**src/rtl/rst_seq_pkg.sv**
```systemverilog
// Shared definitions for the reset sequencer.
//   seq_state_e : sequencer FSM states (HOLD -> RELEASE -> RUN)
//   DEF_*       : default parameter values
//   seq_cnt_w() : width of the shared hold/gap counter
package rst_seq_pkg;

  typedef enum logic [1:0] {
    ST_HOLD    = 2'd0,
    ST_RELEASE = 2'd1,
    ST_RUN     = 2'd2
  } seq_state_e;

  localparam int DEF_NUM_CH      = 4;
  localparam int DEF_DIV_W       = 8;
  localparam int DEF_HOLD_CYCLES = 16;
  localparam int DEF_STAGE_GAP   = 4;
  localparam int DEF_WDOG_CYCLES = 1024;

  // One counter serves both the HOLD phase and the inter-channel gaps, so
  // it must reach max(HOLD_CYCLES, STAGE_GAP) - 1.
  function automatic int seq_cnt_w(input int hold, input int gap);
    int m;
    m = (hold > gap) ? hold : gap;
    return (m <= 1) ? 1 : $clog2(m);
  endfunction

endpackage

```
**src/rtl/rst_seq_tick_div.sv**
```systemverilog
// Per-channel tick divider.
//   clk, reset : clock, async active-high reset
//   div        : live divide ratio (0 and 1 both mean "tick every cycle")
//   rel_now    : channel is released in the current cycle
//   rel_next   : channel will be released after this edge
//   tick       : registered single-cycle clock-enable pulse
module rst_seq_tick_div #(
  parameter int DIV_W = 8
) (
  input  logic             clk,
  input  logic             reset,
  input  logic [DIV_W-1:0] div,
  input  logic             rel_now,
  input  logic             rel_next,
  output logic             tick
);

  localparam logic [DIV_W-1:0] ONE = DIV_W'(1);

  logic [DIV_W-1:0] cnt;
  logic             every;

  assign every = (div <= ONE);

  always_ff @(posedge clk or posedge reset) begin
    if (reset) begin
      cnt  <= '0;
      tick <= 1'b0;
    end else if (!rel_next) begin
      cnt  <= '0;
      tick <= 1'b0;
    end else if (!rel_now || every) begin
      // Release edge: counting starts from 0, so the first tick lands
      // div edges later; ratio 0/1 ticks from the release edge onwards.
      cnt  <= '0;
      tick <= every;
    end else if (cnt >= div - ONE) begin
      // >= rather than == so a live shrink of div wraps immediately.
      cnt  <= '0;
      tick <= 1'b1;
    end else begin
      cnt  <= cnt + ONE;
      tick <= 1'b0;
    end
  end

endmodule

```
**src/rtl/rst_seq_gen.sv**
```systemverilog
// Sequenced reset / tick generator.
// Holds all channels in reset for HOLD_CYCLES edges, releases them one by
// one STAGE_GAP edges apart, then runs. Each released channel gets a
// divided tick. soft_rst_i (or a watchdog bite) restarts the sequence.
// Optional watchdog: compiled in only when RST_SEQ_WDOG_EN is defined.
//   clk, reset  : clock, async active-high reset
//   soft_rst_i  : synchronous restart request
//   div_i       : per-channel divide ratios, channel k at [k*DIV_W +: DIV_W]
//   wdog_kick_i : watchdog service strobe
//   rst_o       : per-channel active-high reset
//   tick_o      : per-channel tick pulses
//   seq_done_o  : all channels released
//   wdog_bite_o : single-cycle watchdog timeout pulse
module rst_seq_gen
  import rst_seq_pkg::*;
#(
  parameter int NUM_CH      = DEF_NUM_CH,
  parameter int DIV_W       = DEF_DIV_W,
  parameter int HOLD_CYCLES = DEF_HOLD_CYCLES,
  parameter int STAGE_GAP   = DEF_STAGE_GAP,
  parameter int WDOG_CYCLES = DEF_WDOG_CYCLES
) (
  input  logic                    clk,
  input  logic                    reset,
  input  logic                    soft_rst_i,
  input  logic [NUM_CH*DIV_W-1:0] div_i,
  input  logic                    wdog_kick_i,
  output logic [NUM_CH-1:0]       rst_o,
  output logic [NUM_CH-1:0]       tick_o,
  output logic                    seq_done_o,
  output logic                    wdog_bite_o
);

  localparam int              CW        = seq_cnt_w(HOLD_CYCLES, STAGE_GAP);
  localparam logic [CW-1:0]   HOLD_LAST = CW'(HOLD_CYCLES - 1);
  localparam logic [CW-1:0]   GAP_LAST  = CW'(STAGE_GAP - 1);

  seq_state_e          state, state_nx;
  logic [CW-1:0]       cnt, cnt_nx;
  logic [NUM_CH-1:0]   rst_nx;
  logic                done_nx;
  logic                bite_nx;
  logic                restart;

  always_comb begin
    state_nx = state;
    cnt_nx   = cnt;
    rst_nx   = rst_o;
    done_nx  = seq_done_o;
    case (state)
      ST_HOLD, ST_RELEASE: begin
        if ((state == ST_HOLD    && cnt == HOLD_LAST) ||
            (state == ST_RELEASE && cnt == GAP_LAST)) begin
          cnt_nx = '0;
          // Released channels form a zero run from bit 0 upwards, so the
          // next release is a left shift of the reset vector.
          rst_nx = rst_o << 1;
          if (rst_nx == '0) begin
            state_nx = ST_RUN;
            done_nx  = 1'b1;
          end else begin
            state_nx = ST_RELEASE;
          end
        end else begin
          cnt_nx = cnt + 1'b1;
        end
      end
      default: ;
    endcase

    // Soft reset and bite share one restart path, so a coincidence
    // restarts only once.
    restart = soft_rst_i | bite_nx;
    if (restart) begin
      state_nx = ST_HOLD;
      cnt_nx   = '0;
      rst_nx   = '1;
      done_nx  = 1'b0;
    end
  end

`ifdef RST_SEQ_WDOG_EN
  localparam int            WW        = $clog2(WDOG_CYCLES);
  localparam logic [WW-1:0] WDOG_LAST = WW'(WDOG_CYCLES - 1);

  logic [WW-1:0] wcnt, wcnt_nx;

  always_comb begin
    // A kick on the terminal cycle suppresses the bite.
    bite_nx = (state == ST_RUN) && !wdog_kick_i && (wcnt == WDOG_LAST);
    wcnt_nx = '0;
    if (state == ST_RUN && !wdog_kick_i && !bite_nx && !soft_rst_i)
      wcnt_nx = wcnt + 1'b1;
  end

  always_ff @(posedge clk or posedge reset) begin
    if (reset) wcnt <= '0;
    else       wcnt <= wcnt_nx;
  end
`else
  logic unused_wdog;
  assign bite_nx     = 1'b0;
  assign unused_wdog = wdog_kick_i | (WDOG_CYCLES < 2);
`endif

  always_ff @(posedge clk or posedge reset) begin
    if (reset) begin
      state       <= ST_HOLD;
      cnt         <= '0;
      rst_o       <= '1;
      seq_done_o  <= 1'b0;
      wdog_bite_o <= 1'b0;
    end else begin
      state       <= state_nx;
      cnt         <= cnt_nx;
      rst_o       <= rst_nx;
      seq_done_o  <= done_nx;
      wdog_bite_o <= bite_nx;
    end
  end

  for (genvar k = 0; k < NUM_CH; k++) begin : g_ch
    rst_seq_tick_div #(.DIV_W(DIV_W)) u_div (
      .clk      (clk),
      .reset    (reset),
      .div      (div_i[k*DIV_W +: DIV_W]),
      .rel_now  (~rst_o[k]),
      .rel_next (~rst_nx[k]),
      .tick     (tick_o[k])
    );
  end

endmodule

```
**config.mk**
```make
export PLATFORM = sky130hd
export DESIGN_NAME = rst_seq_gen
export DESIGN_NICKNAME = d
export VERILOG_FILES = /design/src/rtl/rst_seq_pkg.sv /design/src/rtl/rst_seq_tick_div.sv /design/src/rtl/rst_seq_gen.sv
export SDC_FILE = /design/constraint.sdc
export NUM_CORES = 1
export LEC_CHECK = 0
export CAP_MARGIN = 20
export CORE_ASPECT_RATIO = 1.2
export CORE_MARGIN = 8
export CORE_UTILIZATION = 64
export DETAILED_ROUTE_END_ITERATION = 7
export DONT_BUFFER_PORTS = 1
export PLACE_DENSITY = 0.8
export SLEW_MARGIN = 20
export SYNTH_ARGS = -nofsm -noshare
export SYNTH_HDL_FRONTEND = slang
export SYNTH_SLANG_ARGS = --single-unit
```
**constraint.sdc**
```tcl
create_clock -name clk -period 2.3 [get_ports clk]
set_clock_uncertainty 0.1 [all_clocks]
set_input_delay 0.575 -clock clk [delete_from_list [all_inputs] [get_ports clk]]
set_output_delay 0.575 -clock clk [all_outputs]
set_load 0.02 [all_outputs]
```
==> run_results.csv, run 1 <==
group,metric,value,unit
critical_path,worstRegToRegCells,7,
clocking,htreeDepth,2,
critical_path,setup.worst_path.start,"div_i[5]",
logic_synthesis,synth_edf_count,0,
global_route,grt_max_degree,25,
power_and_ir_drop,p_comb_share,12.4,%
timing,worstMarginPinSlew,558,ps
power_and_ir_drop,internal_power,1.14,mW
logic_synthesis,synth_ff_type,"dfrtp_1",
logic_synthesis,synthCells,355,
critical_path,cp-end-kind,"flop",
floorplanning,core,5150,sq um
floorplanning,io_pins,46,
worst_hold_path,worst_hold_path_type,"in2async",
clocking,cts_sinks,47,
placed_design,port_buffers,0,
placed_design,place.gp.congestion,0.809,
final_layout,area_growth,16.2,%
power_and_ir_drop,ir_drop,0.000403,V
floorplanning,die_width,81.9,um
drt,wl,6.66,mm
final_layout,mostFrequentLayoutCells,"ha_1, dfrtp_1, nor2_1",
clocking,clk_pin_slew_worst_paths,80,ps
timing,hold_viol,0,
logic_synthesis,syn_area,3330,sq um
power_and_ir_drop,p_per_area,392,nW/um^2
global_route,first_global_vias,2675,
final_layout,mostFrequentLayoutCell,"ha_1",
power_and_ir_drop,p_sw_share,25.0,%
logic_synthesis,synth_warnings,0,
global_route,grt_usage,18.2,%
floorplanning,start_util,64.7,%
logic_synthesis,syn_avg_cell_area,9.39,sq um
logic_synthesis,ys_seq_elements,47,
critical_path,startpoint_type,"input port",
drt,drc,0,
critical_path,crit_arrival,2560,ps
drt,ant_nets,0,
job,cap_violations,0,
critical_path,r2r_end,"g_ch[0].u_div.cnt[7]",
power_and_ir_drop,p_leak,1.76,nW
clocking,postCtsHoldBufs,0,
run_status,violations,"setup timing",
clocking,clockBufferDepth,2,
global_route,grt_pass1_wl,11.4,mm
power_and_ir_drop,p_switching,379,uW
clocking,clk_latency,300,ps
final_layout,nFillCells,368,
logic_synthesis,synth.area.top_cells,"dfrtp_1, ha_1, xnor2_1",
drt,vias,2509,
timing,layout_setup_ws,-167,ps
clocking,tritoncts,"built",
final_layout,fin_area,3870,sq um
final_layout,final_cells,438,
drt,via_per_inst,5.73,
run_status,status,"complete, but fails checks",
final_layout,drive_above_1_share,19.7,%
logic_synthesis,synth_top_area_share,32.3,%
drt,wire_per_inst,15.2,um
power_and_ir_drop,finalPower,1.52,mW
floorplanning,rows,29,
logic_synthesis,synth.distinct_cells,45,
timing,rsz0062_at_grt,"true",
logic_synthesis,synth_top_cell_by_area,"dfrtp_1",
timing,holdWs,79.8,ps
timing,fin_crit_sh,107,%
logic_synthesis,synth_nets,436,
placed_design,hpwl,5.12,mm
placed_design,placed_cell_area,3620,sq um
clocking,cts-root-buf,"clkbuf_8",
logic_synthesis,yosysSeqAreaShare,35.4,%
timing,setup-tns-final,-1450,ps
critical_path,rrSetupSlack,180,ps
final_layout,diodes,0,
floorplanning,die_h,95.1,um
logic_synthesis,async_reset_ff_share,100,%
critical_path,worstPathRequired,2400,ps
timing,drv_slew,0,
power_and_ir_drop,seq_power_share,55.0,%
power_and_ir_drop,pwr-share-clk,32.6,%
floorplanning,die_area,7790,sq um
timing,slew_headroom,62.6,%
critical_path,critPathKind,"in2reg",
final_layout,layout.nets,456,
timing,timing.fmax,405,MHz
critical_path,worstReg2RegStart,"g_ch[0].u_div.cnt[0]",
global_route,antenna_found_initial,0,
timing,setup_viol,21,
timing,period_needed,2470,ps
global_route,overflow,0,
drt,drt_first_pass_iters,4,
drt,drt_iter0_drc,63,
clocking,cts_made_buffers,5,
critical_path,worst-path-max-fanout,5,
placed_design,dp.cells,426,
[final cells by class]
cell class | instances | area (sq um) | share of cell area, %
Timing Repair Buffer | 20 | 163 | 4.20
Multi-Input combinational cell | 277 | 2260 | 58.3
Tap cell | 62 | 77.6 | 2.00
Clock inverter | 3 | 18.8 | 0.484
Sequential cell | 47 | 1180 | 30.5
Clock buffer | 5 | 68.8 | 1.78
Inverter | 24 | 108 | 2.78
[synth_stat cells (2+ instances only)]
library cell	n
dfrtp_1	43
nor2_1	43
a211oi_1	6
nand2_1	18
nor3b_1	2
nor3_1	16
buf_4	6
dfstp_2	4
and3_1	9
nand3_1	18
xnor2_1	27
inv_1	24
nor4_1	8
nor4b_1	3
xor2_1	24
nand2b_1	6
ha_1	45
or4_1	2
a21oi_1	10
and4_1	2
o21ai_0	8
or2_2	2
nand4_1	2
a21o_1	6
[stage by stage]
step	utilization, %	worst slack [ps]
2_1_floorplan	-	-378
3_3_place_gp	70.3	-555
3_5_place_dp	70.3	-589
4_1_cts	73.1	-135
5_1_grt	75.2	-336
6_report	75.2	-167
[power by group through the flow]
stage,combinational [mW],sequential [mW],clock (mW)
after floorplan,0.134,0.850,0
after global placement,0.170,0.851,0
after detailed placement,0.177,0.851,0
after CTS,0.184,0.835,0.504
after global routing,0.215,0.836,0.539
final,0.188,0.835,0.494
[per-layer routing]
layer	wire [um]	GRT usage, %	share of wire (%)
met1	2540	19.1	38
met2	3640	33.4	55
met4	114	6.16	1.7
met5	0	0	0
met3	358	5.47	5.4
[flip-flops by register name, summed over array words and instances, names as in the netlist]
signal and flops:
g_ch.u_div.cnt 32, cnt 4, g_ch.u_div.tick 4, rst_o 4
state 2, seq_done_o 1
[timing repair]
| action | CTS | global route |
|---|---|---|
| setup endpoints to repair | 18 | 35 |
| pin swaps | 8 | 11 |
| buffers inserted | 0 | 3 |
| resized for setup | 6 | 18 |
| gates cloned | 1 | 0 |
[how the worst max path moves through the flow]
stage                           endpoint  slack (ps)  cells past startpoint
global route        g_ch[0].u_div.cnt[7]        -340                      9
detailed placement    g_ch[0].u_div.tick        -590                      7
floorplan             g_ch[0].u_div.tick        -380                      7
global placement      g_ch[0].u_div.tick        -550                      7
CTS                   g_ch[0].u_div.tick        -140                      9
finish                g_ch[0].u_div.tick        -170                     10
[kinds of logic after synthesis]
kind of cell               synth area share [%]
buffers and inverters                      4.28
AOI/OAI and AO/OA                          8.26
DFF                                        35.4
adders and majority gates                  16.9
xor gates and xnor gates                   13.4
and+or+nand+nor                            21.7
other                                     0.112
[worst max-delay path: stages]
cell       delay [ps]
or4_4             540
buf_4             150
nor2_1            110
xnor2_1           130
ha_1              260
nand2_1            60
nor2_1             70
a2111oi_4         290
o31ai_4           180
and3b_1           190
No activity file was read; power rests on OpenSTA's default activity.
==> inputs of run 2 (changes only) <==
--- a/config.mk
+++ b/config.mk
@@ -6,12 +6,14 @@
 export NUM_CORES = 1
 export LEC_CHECK = 0
 export CAP_MARGIN = 20
+export CELL_PAD_IN_SITES_DETAIL_PLACEMENT = 1
+export CELL_PAD_IN_SITES_GLOBAL_PLACEMENT = 1
 export CORE_ASPECT_RATIO = 1.2
 export CORE_MARGIN = 8
-export CORE_UTILIZATION = 64
+export CORE_UTILIZATION = 49
 export DETAILED_ROUTE_END_ITERATION = 7
 export DONT_BUFFER_PORTS = 1
-export PLACE_DENSITY = 0.8
+export PLACE_DENSITY_LB_ADDON = 0.1
 export SLEW_MARGIN = 20
 export SYNTH_ARGS = -nofsm -noshare
 export SYNTH_HDL_FRONTEND = slang
==> run_results.csv, run 2 (synthesis results as in run 1) <==
group,metric,value,unit
final_layout,diodes,0,
final_layout,layout.nets,459,
floorplanning,core,6730,sq um
timing,period_needed,2500,ps
critical_path,worstPathRequired,2390,ps
placed_design,dp_slack,-603,ps
global_route,grt_usage,15.7,%
timing,layout_setup_ws,-204,ps
critical_path,setup.worst_path.start,"div_i[5]",
drt,wl,7.45,mm
final_layout,area_growth,16.5,%
drt,drt_iter0_drc,70,
critical_path,worstReg2RegStart,"g_ch[0].u_div.cnt[0]",
power_and_ir_drop,ir_drop,0.000294,V
floorplanning,die_area,9710,sq um
power_and_ir_drop,p_switching,379,uW
drt,vias,2586,
timing,fin_crit_sh,109,%
clocking,clk_pin_slew_worst_paths,90,ps
drt,drc,0,
critical_path,cp_top_family,"simple AND/OR/NAND/NOR gates",
drt,via_per_inst,5.55,
final_layout,drive_above_1_share,19.8,%
clocking,clk_latency,300,ps
timing,worstMarginPinSlew,709,ps
clocking,cts_made_buffers,5,
clocking,postCtsHoldBufs,0,
critical_path,cp_num_buf_inv,0,
worst_hold_path,worst_hold_path_type,"in2async",
global_route,overflow,0,
final_layout,fin_util,57.7,%
final_layout,top_register,"g_ch.u_div.cnt",
floorplanning,rows,33,
run_status,status,"complete, but fails checks",
power_and_ir_drop,p_leak,1.75,nW
final_layout,mostFrequentLayoutCells,"ha_1, dfrtp_1, nor2_1",
power_and_ir_drop,pwr-share-clk,32.4,%
global_route,grt_pass1_wl,12.6,mm
drt,drt_first_pass_iters,4,
timing,setup_viol,27,
timing,slew_headroom,52.7,%
clocking,cts-root-buf,"clkbuf_8",
clocking,cts_sinks,47,
power_and_ir_drop,p_comb_share,12.5,%
critical_path,worst-path-max-fanout,5,
placed_design,port_buffers,0,
timing,timing.fmax,399,MHz
floorplanning,die_h,106,um
final_layout,mostFrequentLayoutCell,"ha_1",
power_and_ir_drop,seq_power_share,55.1,%
global_route,antenna_found_initial,0,
critical_path,critPathKind,"in2reg",
critical_path,critical-path-slowest-cell,"or4_4",
clocking,clockBufferDepth,2,
floorplanning,io_pins,46,
critical_path,cp-end-kind,"flop",
clocking,tritoncts,"built",
final_layout,nFillCells,785,
job,cap_violations,0,
floorplanning,die_width,91.3,um
run_status,violations,"setup timing",
floorplanning,start_util,49.5,%
global_route,first_global_vias,2768,
critical_path,startpoint_type,"input port",
timing,hold_viol,0,
timing,drv_slew,0,
power_and_ir_drop,p_sw_share,25.0,%
placed_design,place.gp.congestion,0.750,
final_layout,largest_reg_flops,32,
drt,ant_nets,0,
power_and_ir_drop,p_per_area,390,nW/um^2
placed_design,hpwl,6.01,mm
critical_path,cp_cell_sequence,"or4_4 -> nor4_4 -> xnor2_1 -> ha_1 -> nand2_1 -> nor2_2 -> a2111oi_4 -> o31ai_4 -> and3b_1",
clocking,htreeDepth,2,
drt,wire_per_inst,16.0,um
critical_path,crit_arrival,2590,ps
power_and_ir_drop,internal_power,1.14,mW
critical_path,critPathMaxStageDelay,550,ps
global_route,grt_max_degree,36,
timing,rsz0062_at_grt,"true",
[run 2: path summary, 6_finish.rpt]
kind / to / slack [ps] / depth (start not counted)
min in group clk: seq_done_o / 230 / 1
min: g_ch[3].u_div.tick / 170 / 1
max: g_ch[0].u_div.tick / -200 / 9
max in group asynchronous: g_ch[0].u_div.cnt[5] / 1350 / 2
max reg2reg: g_ch[0].u_div.tick / 150 / 7
min reg2reg: g_ch[1].u_div.cnt[0] / 410 / 1
[run 2: final cells by class]
type	instances	area, sq um	area share, %
Clock inverter	2	12.5	0.322
Tap cell	87	109	2.80
Inverter	24	108	2.77
Sequential cell	47	1180	30.4
Multi-Input combinational cell	277	2230	57.4
Timing Repair Buffer	23	173	4.45
Clock buffer	6	72.6	1.87
[run 2: layer usage]
metal	up-vias	track usage (%)	wire length, um
met5	-	0	0
met4	0	5.63	136
met3	14	3.66	332
met2	41	28.8	3980
met1	1255	17.1	3010
li1	1276	-	-
[run 2: through the flow]
stage	power (mW)	instance area [sq um]	setup TNS [ps]	hold WS, ps	cells
finish	1.52	3880	-2310	166	466
global route	1.59	3880	-4750	209	466
CTS	1.54	3850	-2090	183	466
detailed placement	1.04	3680	-13230	406	456
global placement	1.03	3680	-11770	397	456
floorplan	0.984	3460	-6610	365	355
[run 2: power groups by stage]
stage / registers (mW) / clock network (mW) / logic [mW]
after global placement: 0.851 / 0 / 0.175
final: 0.835 / 0.491 / 0.189
after floorplan: 0.850 / 0 / 0.134
after CTS: 0.835 / 0.507 / 0.194
after detailed placement: 0.851 / 0 / 0.185
after global routing: 0.836 / 0.537 / 0.215
[run 2: what timing repair did]
action | CTS | global route
gates cloned | 1 | 0
pin swaps | 7 | 5
endpoints found under the hold margin | 0 | 0
setup endpoints to repair | 27 | 27
buffers inserted | 1 | 0
gates resized for setup | 10 | 10
==> inputs of run 3 (changes only) <==
--- a/config.mk
+++ b/config.mk
@@ -5,15 +5,18 @@
 export SDC_FILE = /design/constraint.sdc
 export NUM_CORES = 1
 export LEC_CHECK = 0
+export ABC_AREA = 1
 export CAP_MARGIN = 20
 export CELL_PAD_IN_SITES_DETAIL_PLACEMENT = 1
 export CELL_PAD_IN_SITES_GLOBAL_PLACEMENT = 1
 export CORE_ASPECT_RATIO = 1.2
 export CORE_MARGIN = 8
-export CORE_UTILIZATION = 49
+export CORE_UTILIZATION = 47
 export DETAILED_ROUTE_END_ITERATION = 7
 export DONT_BUFFER_PORTS = 1
+export GPL_TIMING_DRIVEN = 1
 export PLACE_DENSITY_LB_ADDON = 0.1
+export RECOVER_POWER = 50
 export SLEW_MARGIN = 20
 export SYNTH_ARGS = -nofsm -noshare
 export SYNTH_HDL_FRONTEND = slang
==> run_results.csv, run 3 <==
group,metric,value,unit
run_status,status,"finished clean",
final_layout,top_register,"g_ch.u_div.cnt",
final_layout,nFillCells,995,
drt,via_per_inst,5.04,
final_layout,mostFrequentLayoutCells,"nand2_1, inv_1, nor2_1",
drt,wl,8.27,mm
drt,ant_nets,0,
clocking,clk_latency,310,ps
logic_synthesis,yosysMostFrequentCell,"nand2_1",
final_layout,diodes,0,
critical_path,worst-path-max-fanout,8,
worst_hold_path,worst_hold_path_type,"in2reg",
logic_synthesis,yosysSeqAreaShare,31.6,%
timing,drv_slew,0,
timing,period_needed,2070,ps
global_route,overflow,0,
power_and_ir_drop,p_leak,2.16,nW
final_layout,layout.nets,602,
timing,hold_viol,0,
final_layout,mostFrequentLayoutCell,"nand2_1",
global_route,antenna_found_initial,0,
final_layout,multi_input_area,2200,sq um
timing,holdWs,218,ps
logic_synthesis,ys_seq_elements,47,
power_and_ir_drop,ir_drop,0.000260,V
floorplanning,die_width,97.5,um
floorplanning,io_pins,46,
clocking,post_cts_buffers,0,
job,cap_violations,0,
clocking,cts_sinks,47,
final_layout,final_cells,614,
critical_path,worstPathRequired,2440,ps
logic_synthesis,syn_avg_cell_area,7.44,sq um
clocking,clk_pin_slew_worst_paths,80,ps
placed_design,dp.cells,606,
global_route,grt_max_degree,28,
timing,setup_viol,0,
critical_path,critPathKind,"in2reg",
drt,highest_layer,"met4",
critical_path,cp-end-kind,"flop",
timing,worstMarginPinSlew,1020,ps
drt,wire_per_inst,13.5,um
logic_synthesis,synth.distinct_cells,29,
logic_synthesis,synthCells,503,
power_and_ir_drop,finalPower,1.75,mW
timing,fin_crit_sh,90.0,%
global_route,first_global_vias,3455,
logic_synthesis,synth_ff_type,"dfrtp_1",
logic_synthesis,synth_edf_count,0,
timing,setup-tns-final,0,ps
floorplanning,core,7710,sq um
final_layout,drive_above_1_share,9.20,%
drt,wl_met1,3.35,mm
timing,rsz0062_at_grt,"false",
placed_design,port_buffers,0,
logic_synthesis,syn_area,3740,sq um
floorplanning,die_area,11100,sq um
critical_path,startpoint_type,"input port",
logic_synthesis,async_reset_ff_share,100,%
logic_synthesis,synth_top_cell_by_area,"dfrtp_1",
global_route,grt_usage,15.8,%
final_layout,fin_util,52.8,%
clocking,ctsResizeCount,0,
final_layout,largest_reg_flops,32,
drt,vias,3095,
logic_synthesis,synth_top_area_share,28.8,%
drt,drc,0,
critical_path,crit_arrival,2210,ps
clocking,tritoncts,"built",
floorplanning,rows,35,
critical_path,cp_num_buf_inv,1,
timing,layout_setup_ws,229,ps
placed_design,dp_slack,-115,ps
drt,dr_wl_met3,410,um
critical_path,cp_top_family,"simple AND/OR/NAND/NOR gates",
clocking,cts-root-buf,"clkbuf_8",
timing,slew_headroom,32.2,%
logic_synthesis,synth_nets,584,
final_layout,area_growth,8.69,%
final_layout,fin_area,4070,sq um
clocking,clockBufferDepth,2,
logic_synthesis,synth_warnings,0,
logic_synthesis,synth.area.top_cells,"dfrtp_1, ha_1, nand2_1",
critical_path,critical-path-slowest-cell,"ha_1",
clocking,cts_made_buffers,5,
critical_path,cp_cell_sequence,"nor2_1 -> nand4_1 -> nor3_1 -> xnor2_1 -> ha_1 -> a21oi_1 -> o21a_1 -> nand4_1 -> buf_4 -> nor2_1",
floorplanning,die_h,114,um
placed_design,placed_cell_area,3950,sq um
floorplanning,start_util,48.6,%
clocking,htreeDepth,2,
clocking,postCtsHoldBufs,0,
power_and_ir_drop,p_per_area,430,nW/um^2
timing,timing.fmax,483,MHz
placed_design,hpwl,6.95,mm
final_layout,regArea,1180,sq um
placed_design,place.gp.congestion,0.744,
drt,met2_length,4.40,mm
drt,drt_first_pass_iters,4,
critical_path,critPathMaxStageDelay,280,ps
drt,drt_iter0_drc,56,
logic_synthesis,synth_common_cells,"nand2_1, inv_1, nor2_1",
global_route,grt_pass1_wl,15.0,mm
-- run 3: kinds of logic after synthesis --
kind of cell | Yosys count | synth area share (%)
simple gates | 255 | 30.0
buf+inv | 89 | 9.50
flops | 47 | 31.6
fa+ha+maj | 45 | 15.0
xor+xnor | 42 | 9.83
compound gates | 24 | 3.95
other cells | 1 | 0.100
-- run 3: path summary, 6_finish.rpt --
check / start / to / slack (ps) / cells after the start
worst max-delay path: div_i[9] / g_ch[1].u_div.cnt[3] / 230 / 10
worst min-delay path: soft_rst_i / state[1] / 220 / 1
worst max register to register: cnt[0] / g_ch[2].u_div.cnt[6] / 530 / 8
worst min register to register: g_ch[0].u_div.cnt[0] / g_ch[0].u_div.cnt[0] / 410 / 1
max in group asynchronous: reset / rst_o[1] / 730 / 2
min in group asynchronous: reset / g_ch[0].u_div.cnt[6] / 280 / 1
-- run 3: area by class of cell --
| type | instances | area share, % |
|---|---|---|
| inverters | 84 | 7.81 |
| repair buffers | 16 | 2.89 |
| well taps | 92 | 2.83 |
| clock buffers | 6 | 1.78 |
| flip-flops and latches | 47 | 29.0 |
| clock inverters | 2 | 1.48 |
| multi-input cells | 367 | 54.2 |
-- run 3: per-layer routing --
layer / global-route usage [%] / vias up
met5: 0 / -
met3: 3.45 / 9
li1: - / 1587
met4: 5.57 / 0
met1: 16.9 / 1457
met2: 29.9 / 42
-- run 3: report_power, final --
| group | switching (mW) | internal [mW] |
|---|---|---|
| registers | 0.00476 | 0.830 |
| logic | 0.112 | 0.0797 |
| clock network | 0.287 | 0.435 |
